`src/rtl/dds_sweep_ctrl.sv`:
```
// Frequency-sweep scheduler for the DDS: latches a sweep descriptor on start and walks
// f_word from f_start towards f_stop, holding each value for a programmed dwell.
module dds_sweep_ctrl #(
  parameter int unsigned FW_W    = 32,
  parameter int unsigned PW_W    = 12,
  parameter int unsigned DWELL_W = 24,
  parameter int unsigned CNT_W   = 16
) (
  input  logic               axi_clk_i,
  input  logic               rst_i,
  input  logic               start_i,
  input  logic               abort_i,
  input  logic               mode_i,
  input  logic [FW_W-1:0]    f_start_i,
  input  logic [FW_W-1:0]    f_stop_i,
  input  logic [FW_W-1:0]    f_step_i,
  input  logic [DWELL_W-1:0] dwell_i,
  input  logic [PW_W-1:0]    p_word_in_i,
  input  logic [1:0]         wave_type_in_i,
  output logic               dds_en_o,
  output logic [FW_W-1:0]    f_word_o,
  output logic [PW_W-1:0]    p_word_o,
  output logic [1:0]         wave_type_o,
  output logic               upd_o,
  output logic               busy_o,
  output logic               done_o,
  output logic [CNT_W-1:0]   step_cnt_o
);

  typedef enum logic [2:0] {StIdle, StLoad, StDwell, StStep, StHold} state_e;

  state_e state_q, state_d;

  logic [FW_W-1:0]    fstart_q, fstart_d, fstop_q, fstop_d, fstep_q, fstep_d;
  logic [DWELL_W-1:0] dwell_q, dwell_d, cnt_q, cnt_d;
  logic [PW_W-1:0]    pw_q, pw_d;
  logic [1:0]         wave_q, wave_d;
  logic               mode_q, mode_d, up_q, up_d;

  logic               dds_en_q, dds_en_d, upd_q, upd_d, busy_q, busy_d, done_q, done_d;
  logic [FW_W-1:0]    f_word_q, f_word_d;
  logic [PW_W-1:0]    p_word_q, p_word_d;
  logic [1:0]         wave_type_q, wave_type_d;
  logic [CNT_W-1:0]   step_cnt_q, step_cnt_d, step_cnt_inc;

  // Extra MSB captures carry (up) or borrow (down) so the clamp never wraps.
  logic [FW_W:0]      sum_w, dif_w;
  logic [FW_W-1:0]    nxt_w;
  logic               last_w;

  always_comb begin
    sum_w  = {1'b0, f_word_q} + {1'b0, fstep_q};
    dif_w  = {1'b0, f_word_q} - {1'b0, fstep_q};
    nxt_w  = up_q ? sum_w[FW_W-1:0] : dif_w[FW_W-1:0];
    last_w = (fstep_q == '0) || (f_word_q == fstop_q) ||
             (up_q ? (sum_w[FW_W] || (sum_w[FW_W-1:0] >= fstop_q))
                   : (dif_w[FW_W] || (dif_w[FW_W-1:0] <= fstop_q)));
    step_cnt_inc = (step_cnt_q == '1) ? step_cnt_q : step_cnt_q + CNT_W'(1);
  end

  always_comb begin
    state_d     = state_q;
    fstart_d    = fstart_q;
    fstop_d     = fstop_q;
    fstep_d     = fstep_q;
    dwell_d     = dwell_q;
    pw_d        = pw_q;
    wave_d      = wave_q;
    mode_d      = mode_q;
    up_d        = up_q;
    cnt_d       = cnt_q;
    dds_en_d    = dds_en_q;
    f_word_d    = f_word_q;
    p_word_d    = p_word_q;
    wave_type_d = wave_type_q;
    step_cnt_d  = step_cnt_q;
    upd_d       = 1'b0;
    done_d      = 1'b0;

    if (abort_i && (state_q != StIdle)) begin
      state_d  = StIdle;
      dds_en_d = 1'b0;
    end else begin
      case (state_q)
        StIdle: begin
          if (start_i) begin
            fstart_d = f_start_i;
            fstop_d  = f_stop_i;
            fstep_d  = f_step_i;
            dwell_d  = (dwell_i == '0) ? DWELL_W'(1) : dwell_i;
            pw_d     = p_word_in_i;
            wave_d   = wave_type_in_i;
            mode_d   = mode_i;
            up_d     = (f_start_i <= f_stop_i);
            state_d  = StLoad;
          end
        end
        StLoad: begin
          f_word_d    = fstart_q;
          p_word_d    = pw_q;
          wave_type_d = wave_q;
          dds_en_d    = 1'b1;
          upd_d       = 1'b1;
          step_cnt_d  = CNT_W'(1);
          cnt_d       = dwell_q - DWELL_W'(1);
          state_d     = StDwell;
        end
        StDwell: begin
          if (cnt_q == '0) state_d = StStep;
          else             cnt_d   = cnt_q - DWELL_W'(1);
        end
        StStep: begin
          if (!last_w) begin
            f_word_d   = nxt_w;
            upd_d      = 1'b1;
            step_cnt_d = step_cnt_inc;
            cnt_d      = dwell_q - DWELL_W'(1);
            state_d    = StDwell;
          end else begin
            f_word_d = fstop_q;
            if (f_word_q != fstop_q) begin
              upd_d      = 1'b1;
              step_cnt_d = step_cnt_inc;
            end
            if (mode_q) begin
              state_d = StLoad;
            end else begin
              state_d = StHold;
              done_d  = 1'b1;
            end
          end
        end
        StHold: begin
          if (start_i) state_d = StLoad;
        end
        default: state_d = StIdle;
      endcase
    end

    busy_d = (state_d == StLoad) || (state_d == StDwell) || (state_d == StStep);
  end

  always_ff @(posedge axi_clk_i or posedge rst_i) begin
    if (rst_i) begin
      state_q     <= StIdle;
      fstart_q    <= '0;
      fstop_q     <= '0;
      fstep_q     <= '0;
      dwell_q     <= '0;
      pw_q        <= '0;
      wave_q      <= '0;
      mode_q      <= 1'b0;
      up_q        <= 1'b0;
      cnt_q       <= '0;
      dds_en_q    <= 1'b0;
      f_word_q    <= '0;
      p_word_q    <= '0;
      wave_type_q <= '0;
      step_cnt_q  <= '0;
      upd_q       <= 1'b0;
      busy_q      <= 1'b0;
      done_q      <= 1'b0;
    end else begin
      state_q     <= state_d;
      fstart_q    <= fstart_d;
      fstop_q     <= fstop_d;
      fstep_q     <= fstep_d;
      dwell_q     <= dwell_d;
      pw_q        <= pw_d;
      wave_q      <= wave_d;
      mode_q      <= mode_d;
      up_q        <= up_d;
      cnt_q       <= cnt_d;
      dds_en_q    <= dds_en_d;
      f_word_q    <= f_word_d;
      p_word_q    <= p_word_d;
      wave_type_q <= wave_type_d;
      step_cnt_q  <= step_cnt_d;
      upd_q       <= upd_d;
      busy_q      <= busy_d;
      done_q      <= done_d;
    end
  end

  assign dds_en_o    = dds_en_q;
  assign f_word_o    = f_word_q;
  assign p_word_o    = p_word_q;
  assign wave_type_o = wave_type_q;
  assign upd_o       = upd_q;
  assign busy_o      = busy_q;
  assign done_o      = done_q;
  assign step_cnt_o  = step_cnt_q;

endmodule

```
`config.mk`:
```
export PLATFORM = sky130hd
export DESIGN_NAME = dds_sweep_ctrl
export DESIGN_NICKNAME = d
export VERILOG_FILES = /design/src/rtl/dds_sweep_ctrl.sv
export SDC_FILE = /design/constraint.sdc
export NUM_CORES = 1
export LEC_CHECK = 0
export ABC_CLOCK_PERIOD_IN_PS = 8010
export BUFFER_PORTS_ARGS = -buffer_cell sky130_fd_sc_hd__buf_2
export CELL_PAD_IN_SITES_DETAIL_PLACEMENT = 0
export CELL_PAD_IN_SITES_GLOBAL_PLACEMENT = 1
export CORE_AREA = 5 5 202 204
export CTS_CLUSTER_DIAMETER = 120
export DETAILED_ROUTE_END_ITERATION = 8
export DIE_AREA = 0 0 207 209
export GPL_TIMING_DRIVEN = 0
export PLACE_DENSITY_LB_ADDON = 0.1
export SKIP_LAST_GASP = 1
export SLEW_MARGIN = 20
export SYNTH_ARGS = -nofsm -noshare
export SYNTH_HDL_FRONTEND = slang
export SYNTH_SLANG_ARGS = --single-unit
```
`constraint.sdc`:
```
create_clock -name axi_clk_i -period 8.01 [get_ports axi_clk_i]
set_input_delay 0 -clock axi_clk_i [delete_from_list [all_inputs] [get_ports axi_clk_i]]
set_output_delay 0 -clock axi_clk_i [all_outputs]
set_load 0.05 [all_outputs]
```
; ---- Word level (Yosys, flattened, before mapping)
; Index checks and enable logic that the tools add are counted.
[classes]
eq_ne = 13
n_bitwise = 1
magnitude_cmp = 3
reduce_logical = 21
addsub = 5
n_mux = 28
[ops]
columns = cell, n
row1 = 24-bit 2-to-1 mux, 3
row2 = 24-bit case mux with 3 select lines, 1
row3 = 32-bit less-or-equal comparator, 2
row4 = 32-bit 2-to-1 mux, 2
row5 = 32-bit case mux with 2 select lines, 1
row6 = 24-bit zero test, 2
row7 = 16-bit 2-to-1 mux, 3
row8 = "24-bit by 1-bit subtractor with 24-bit output, second input constant", 2
row9 = 32-bit by 32-bit adder with 33-bit output, 1
row10 = 32-bit by 32-bit subtractor with 33-bit output, 1
row11 = 32-bit equality test, 1
row12 = 32-bit >= comparator, 1
row13 = 32-bit zero test, 1
row14 = 32-bit != test, 1
row15 = 16-bit case mux with 2 select lines, 1
row16 = "16-bit by 1-bit adder with 16-bit output, second input constant", 1
row17 = "16-bit equality test, second input constant", 1
row18 = 3-bit 2-to-1 mux, 5
row19 = "3-bit by 2-bit equality test with 1-bit output, second input constant", 4
row20 = 3-bit case mux with 4 select lines, 1
row21 = 1-bit 2-to-1 mux, 10
row22 = "3-bit by 1-bit equality test with 1-bit output, second input constant", 2
row23 = 1-bit logical OR, 6
row24 = 3-bit AND reduction, 2
row25 = other kinds (12), 16
[totals]
reg_bits = 229
word_cells = 89

; ---- Longest topological paths before layout
[depth]
depth_word = 11
depth_mapped = 24
mapped_depth_nobuf = 22

; ---- Worst setup path after synthesis
; OpenSTA, ideal clock, no wires.
[synth_timing]
path_type = register to register
startpoint = register f_word_q[6] (netlist: f_word_o[6])
endpoint = register cnt_q[0]
path_stages_with_launch = 20
arrival_ns = 5.149
setup_slack_ns = 2.734
setup_ns = 0.127
period_less_slack_ns = 5.276
t_required_ns = 7.883
path_cell_list = dfrtp_1 > ha_1 > buf_2 > nor2b_1 > a2111oi_0 > a21oi_1 > or2_2 > a211o_1 > xnor2_1 > ha_1 > a21oi_1 > o21ai_0 > or4_1 > a21oi_1 > o211ai_1 > o21a_1 > buf_2 > a2111oi_4 > buf_4 > mux2_1
[synth_between]
elab_chain_cells = 7
[synth_rtl]
columns = element, line_no
row1 = start: declaration, 41  ; logic [FW_W-1:0] f_word_q, f_word_d;
row2 = start signal: assignment, 175  ; f_word_q <= f_word_d;
row3 = 32-bit by 32-bit subtractor with 33-bit output / 32-bit by 32-bit adder with 33-bit output (equally long branches), "53, 52"
row4 = 32-bit less-or-equal comparator / 32-bit >= comparator (equally long branches), "57, 56"
row5 = 1-bit logical OR (on tied branches), "57, 56"
row6 = 1-bit 2-to-1 mux, 56  ; (up_q ? (sum_w[FW_W] || (sum_w[FW_W-1:0] >= fstop_q))
row7 = 1-bit logical OR (*), 55  ; last_w = (fstep_q == '0) || (f_word_q == fstop_q) ||
row8 = 2-bit != test (no line) (*), n/a
row9 = 4-bit AND reduction (no line) (*), n/a
row10 = end signal: assignment, 173  ; cnt_q <= cnt_d;
row11 = end: declaration, 35  ; logic [DWELL_W-1:0] dwell_q, dwell_d, cnt_q, cnt_d;
; Mark *: on every way between the ends. The rest lies on a longest branch, timed or not.
; A chain may end at the register's enable or synchronous reset.

; ---- Worst setup path after layout
[layout_timing]
startpoint = register fstep_q[15]
endpoint = register busy_q (netlist: busy_o)
[layout_between]
elab_chain_cells = 11
[layout_rtl]
columns = element, line_no
row1 = start: declaration, 34  ; logic [FW_W-1:0] fstart_q, fstart_d, fstop_q, fstop_d, fstep_q, fstep_d;
row2 = start signal: assignment, 167  ; fstep_q <= fstep_d;
row3 = 32-bit by 32-bit subtractor with 33-bit output / 32-bit by 32-bit adder with 33-bit output (equally long branches), "53, 52"
row4 = 32-bit less-or-equal comparator / 32-bit >= comparator (equally long branches), "57, 56"
row5 = 1-bit logical OR (on tied branches), "57, 56"
row6 = 1-bit 2-to-1 mux, 56
row7 = 1-bit logical OR (*), 55
row8 = 3-bit 2-to-1 mux (*), 113  ; if (!last_w) begin
row9 = 3-bit case mux with 4 select lines (*), 84  ; case (state_q)
row10 = 3-bit 2-to-1 mux (*), 80  ; if (abort_i && (state_q != StIdle)) begin
row11 = 3-bit by 1-bit equality test with 1-bit output / 3-bit by 2-bit equality test with 1-bit output (equally long branches), 140  ; busy_d = (state_d == StLoad) || (state_d == StDwell) || (state_d == StStep);
row12 = 1-bit logical OR, 140
row13 = 1-bit logical OR (*), 140
row14 = via busy_d, 40  ; logic dds_en_q, dds_en_d, upd_q, upd_d, busy_q, busy_d, done_q, done_d;
row15 = end signal: assignment, 180  ; busy_q <= busy_d;
row16 = end: declaration, 40
; The timed path passes the listed nets; every way through them passes the cells marked *.

==> results_dict.tcl <==
set metrics [dict create \
    ff_latch_area_sq_um 5731 \
    dieArea_sq_um 43260 \
    cts_resized 0 \
    grt_use_total_pct 29.06 \
    synthSimpleGateAreaFrac_pct 20.02 \
    muxShareOfSynthArea_pct 3.949 \
    h-tree-depth 1 \
    ctsHoldBuffers 138 \
    crit_buf_inv 3 \
    wire_per_inst_microns 21.72 \
    grt_pass1_vias 16503 \
    synth_ff_type "dfrtp_1" \
    timing.fmax_mhz 142.3 \
    grt_max_degree 95 \
    antenna_found_initial 4 \
    async_flop_share_pct 100.0 \
    rsz0062_at_grt "no" \
    slew_viol_final 0 \
    syn_nets 2387 \
    clk_transition_reported_paths_ns 0.06 \
    crit_path_top_delay_cell "a31oi_1" \
    syn_area_sq_um 17200 \
    yosysWarningCount 0 \
    min_period_ns 7.027 \
    clock-sinks 229 \
    synth-edff-count 0 \
    dieWidth_microns 207 \
    gp_congestion 0.9310 \
    start_util_pct 44.01 \
    cts-root-buf "clkbuf_16" \
    numCtsBuffers 28 \
    cts_tree "done" \
    dp_cells 2816 \
    finalCritPeriodShare_pct 87.73 \
    met3_length_microns 4091 \
    multiInputGateArea_sq_um 10530 \
    hold_viol 0 \
    fin_skew_ns 0.01261 \
    io_pins 205 \
    post_cts_buffers 0 \
    met2WireLength_microns 29480 \
    synth_top_family_by_area "simple AND/OR/NAND/NOR gates" \
    n_fill_cell 3806 \
    final_layout_size_suffix_gt1_share_pct 13.56 \
    cp-start-kind "flop" \
    antenna_left 0 \
    critPathMaxStageDelay_ns 0.57 \
    crit_type "flop to flop" \
    synth-xor-area-share_pct 6.109 \
    dieHeight_microns 209 \
    insertion_delay_ns 0.58 \
    synth_compound_area_share_pct 18.97 \
    drt-vias-per-instance 5.590 \
    area_delta_synth_final_pct 23.88 \
    tightest_slew_ns 1.172 \
    met1_length_microns 29430 \
    path_cells "inv_1 > ha_1 > clkbuf_1 > and3_1 > and3_1 > nand4_1 > a31oi_1 > o32ai_1 > o21ai_0 > xor2_1 > ha_1 > nand4_1 > nor4_1 > a21oi_1 > nand4bb_1 > a211o_1 > o21ai_0 > buf_2 > nor2_1 > a221oi_1 > a21oi_1" \
    drtIter0Drc 1240 \
    top_layer "met5" \
    port_buffers 204 \
    arrival_ns 7.52 \
    drt-total-wl_microns 65220 \
    crit_path_max_fanout 10 \
    synth_seq_cells 229 \
    syn-instance-count 2084 \
    cts_buffer_depth 3 \
    grt_pass1_wl_microns 99380 \
    relSlewSlack_pct 21.85 \
    dp_hpwl_microns 50290 \
    setup_viol 0 \
    setup_tns_ns 0 \
    drv_cap 0 \
    required_ns 8.51 \
    drt_first_pass_iters 5 \
    route.vias.total 16787 \
    status "completed" \
    synth-seq-area-share_pct 33.31 \
    syn_area_per_cell_sq_um 8.255 \
    synthAdderAreaFrac_pct 12.07 \
    drc 0 \
    core_sq_um 39090 \
    rows 73 \
    critical_path.top_delay_family "compound AO/OA/AOI/OAI gates" \
    fin_nets 2762 \
    yosysUniqueCellTypes 86 \
    grt-ovfl-total 0 \
    min_path_type "input port to async pin" \
    cp-end-kind "flop" \
    final_cell_count_no_fill 3003 \
]
cells by family (layout without fill, tap and decap cells):
logic type / count (synthesis) / count (layout)
AOI/OAI and AO/OA: 509 / 509
xor gates and xnor gates: 120 / 120
adders and majority gates: 165 / 165
buffers and inverters: 242 / 635
DFF: 229 / 229
muxes: 64 / 64
other: 0 / 1
and+or+nand+nor: 755 / 755
cell usage after synthesis, types with 24 or more instances:
master | n | area [sq um]
a21o_1 | 41 | 307.8
a21oi_1 | 140 | 700.7
clkbuf_1 | 67 | 251.5
dfrtp_1 | 229 | 5731
ha_1 | 162 | 2027
inv_1 | 134 | 503.0
mux2_2 | 24 | 270.3
mux2i_1 | 35 | 350.3
nand2_1 | 374 | 1404
nand3_1 | 32 | 160.2
nand4_1 | 33 | 206.5
nor2_1 | 132 | 495.5
nor3_1 | 36 | 180.2
nor4_1 | 36 | 225.2
o211ai_1 | 28 | 210.2
o21ai_0 | 129 | 645.6
xnor2_1 | 63 | 551.8
xor2_1 | 57 | 499.2
cell usage in the layout, fill, tap and decap left out, types with 35 or more instances in the layout:
cell type,n
nand2_1,374
dfrtp_1,229
buf_2,222
ha_1,162
a21oi_1,140
dlygate4sd3_1,138
inv_1,133
nor2_1,131
o21ai_0,129
clkbuf_1,73
xnor2_1,63
xor2_1,57
a21o_1,41
nor4_1,36
nor3_1,36
mux2i_1,35
layer usage:
| layer | vias to the layer above | track usage [%] |
|---|---|---|
| met3 | 116 | 5.209 |
| met4 | 6 | 8.732 |
| li1 | 8037 | - |
| met5 | - | 0 |
| met2 | 516 | 46.60 |
| met1 | 8112 | 40.35 |
final timing paths:
check / startpoint / end / slack, ns / cells after the start
setup / recovery: fstep_q[15] / busy_o / 0.98 / 21
hold / removal: rst_i / p_word_o[0] / 0.07 / 3
setup reg to reg: fstep_q[15] / busy_o / 0.98 / 21
hold reg to reg: fstart_q[5] / fstart_q[5] / 0.47 / 2
max in group asynchronous: rst_i / fstop_q[4] / 6.71 / 5
min in group axi_clk_i: f_step_i[15] / fstep_q[15] / 0.15 / 4
worst register-to-register path: stages (launching register included):
cell	delay (ns)
dfrtp_1	0.50
inv_1	0.11
ha_1	0.40
clkbuf_1	0.44
and3_1	0.34
and3_1	0.28
nand4_1	0.22
a31oi_1	0.57
o32ai_1	0.32
o21ai_0	0.46
xor2_1	0.13
ha_1	0.32
nand4_1	0.21
nor4_1	0.56
a21oi_1	0.22
nand4bb_1	0.17
a211o_1	0.12
o21ai_0	0.33
buf_2	0.41
nor2_1	0.48
a221oi_1	0.18
a21oi_1	0.19
per-stage QoR:
step           cell area (sq um)  hold slack (ns)  utilization, %  setup WS [ns]
5_1_grt                    21310           0.1464           54.51         0.8204
2_1_floorplan              17200          0.09114               -          1.734
3_3_place_gp               18880           0.1910           48.30         -1.404
3_5_place_dp               18960           0.1380           48.51          1.135
6_report                   21310          0.06775           54.52         0.9832
4_1_cts                    21310          0.08232           54.51          1.078
sequential cells by signal, summed over array words and instances, names as in the netlist, 3 cells and up:
register	flops
fstep_q	32
p_word_o	12
fstart_q	32
pw_q	12
state_q	3
f_word_o	32
step_cnt_o	16
cnt_q	24
fstop_q	32
dwell_q	24
area by class of cell:
type	count	share of cell area, %
Multi-Input combinational cell	1613	49.40
Sequential cell	229	26.89
Timing Repair Buffer	345	11.57
Clock buffer	38	3.652
Tap cell	525	3.082
Inverter	138	2.466
Buffer	104	2.061
Clock inverter	10	0.8747
Antenna cell	1	0.01174
Power is not shown: default switching activity piles up to over one toggle a cycle in this logic, so the estimate is an artifact.
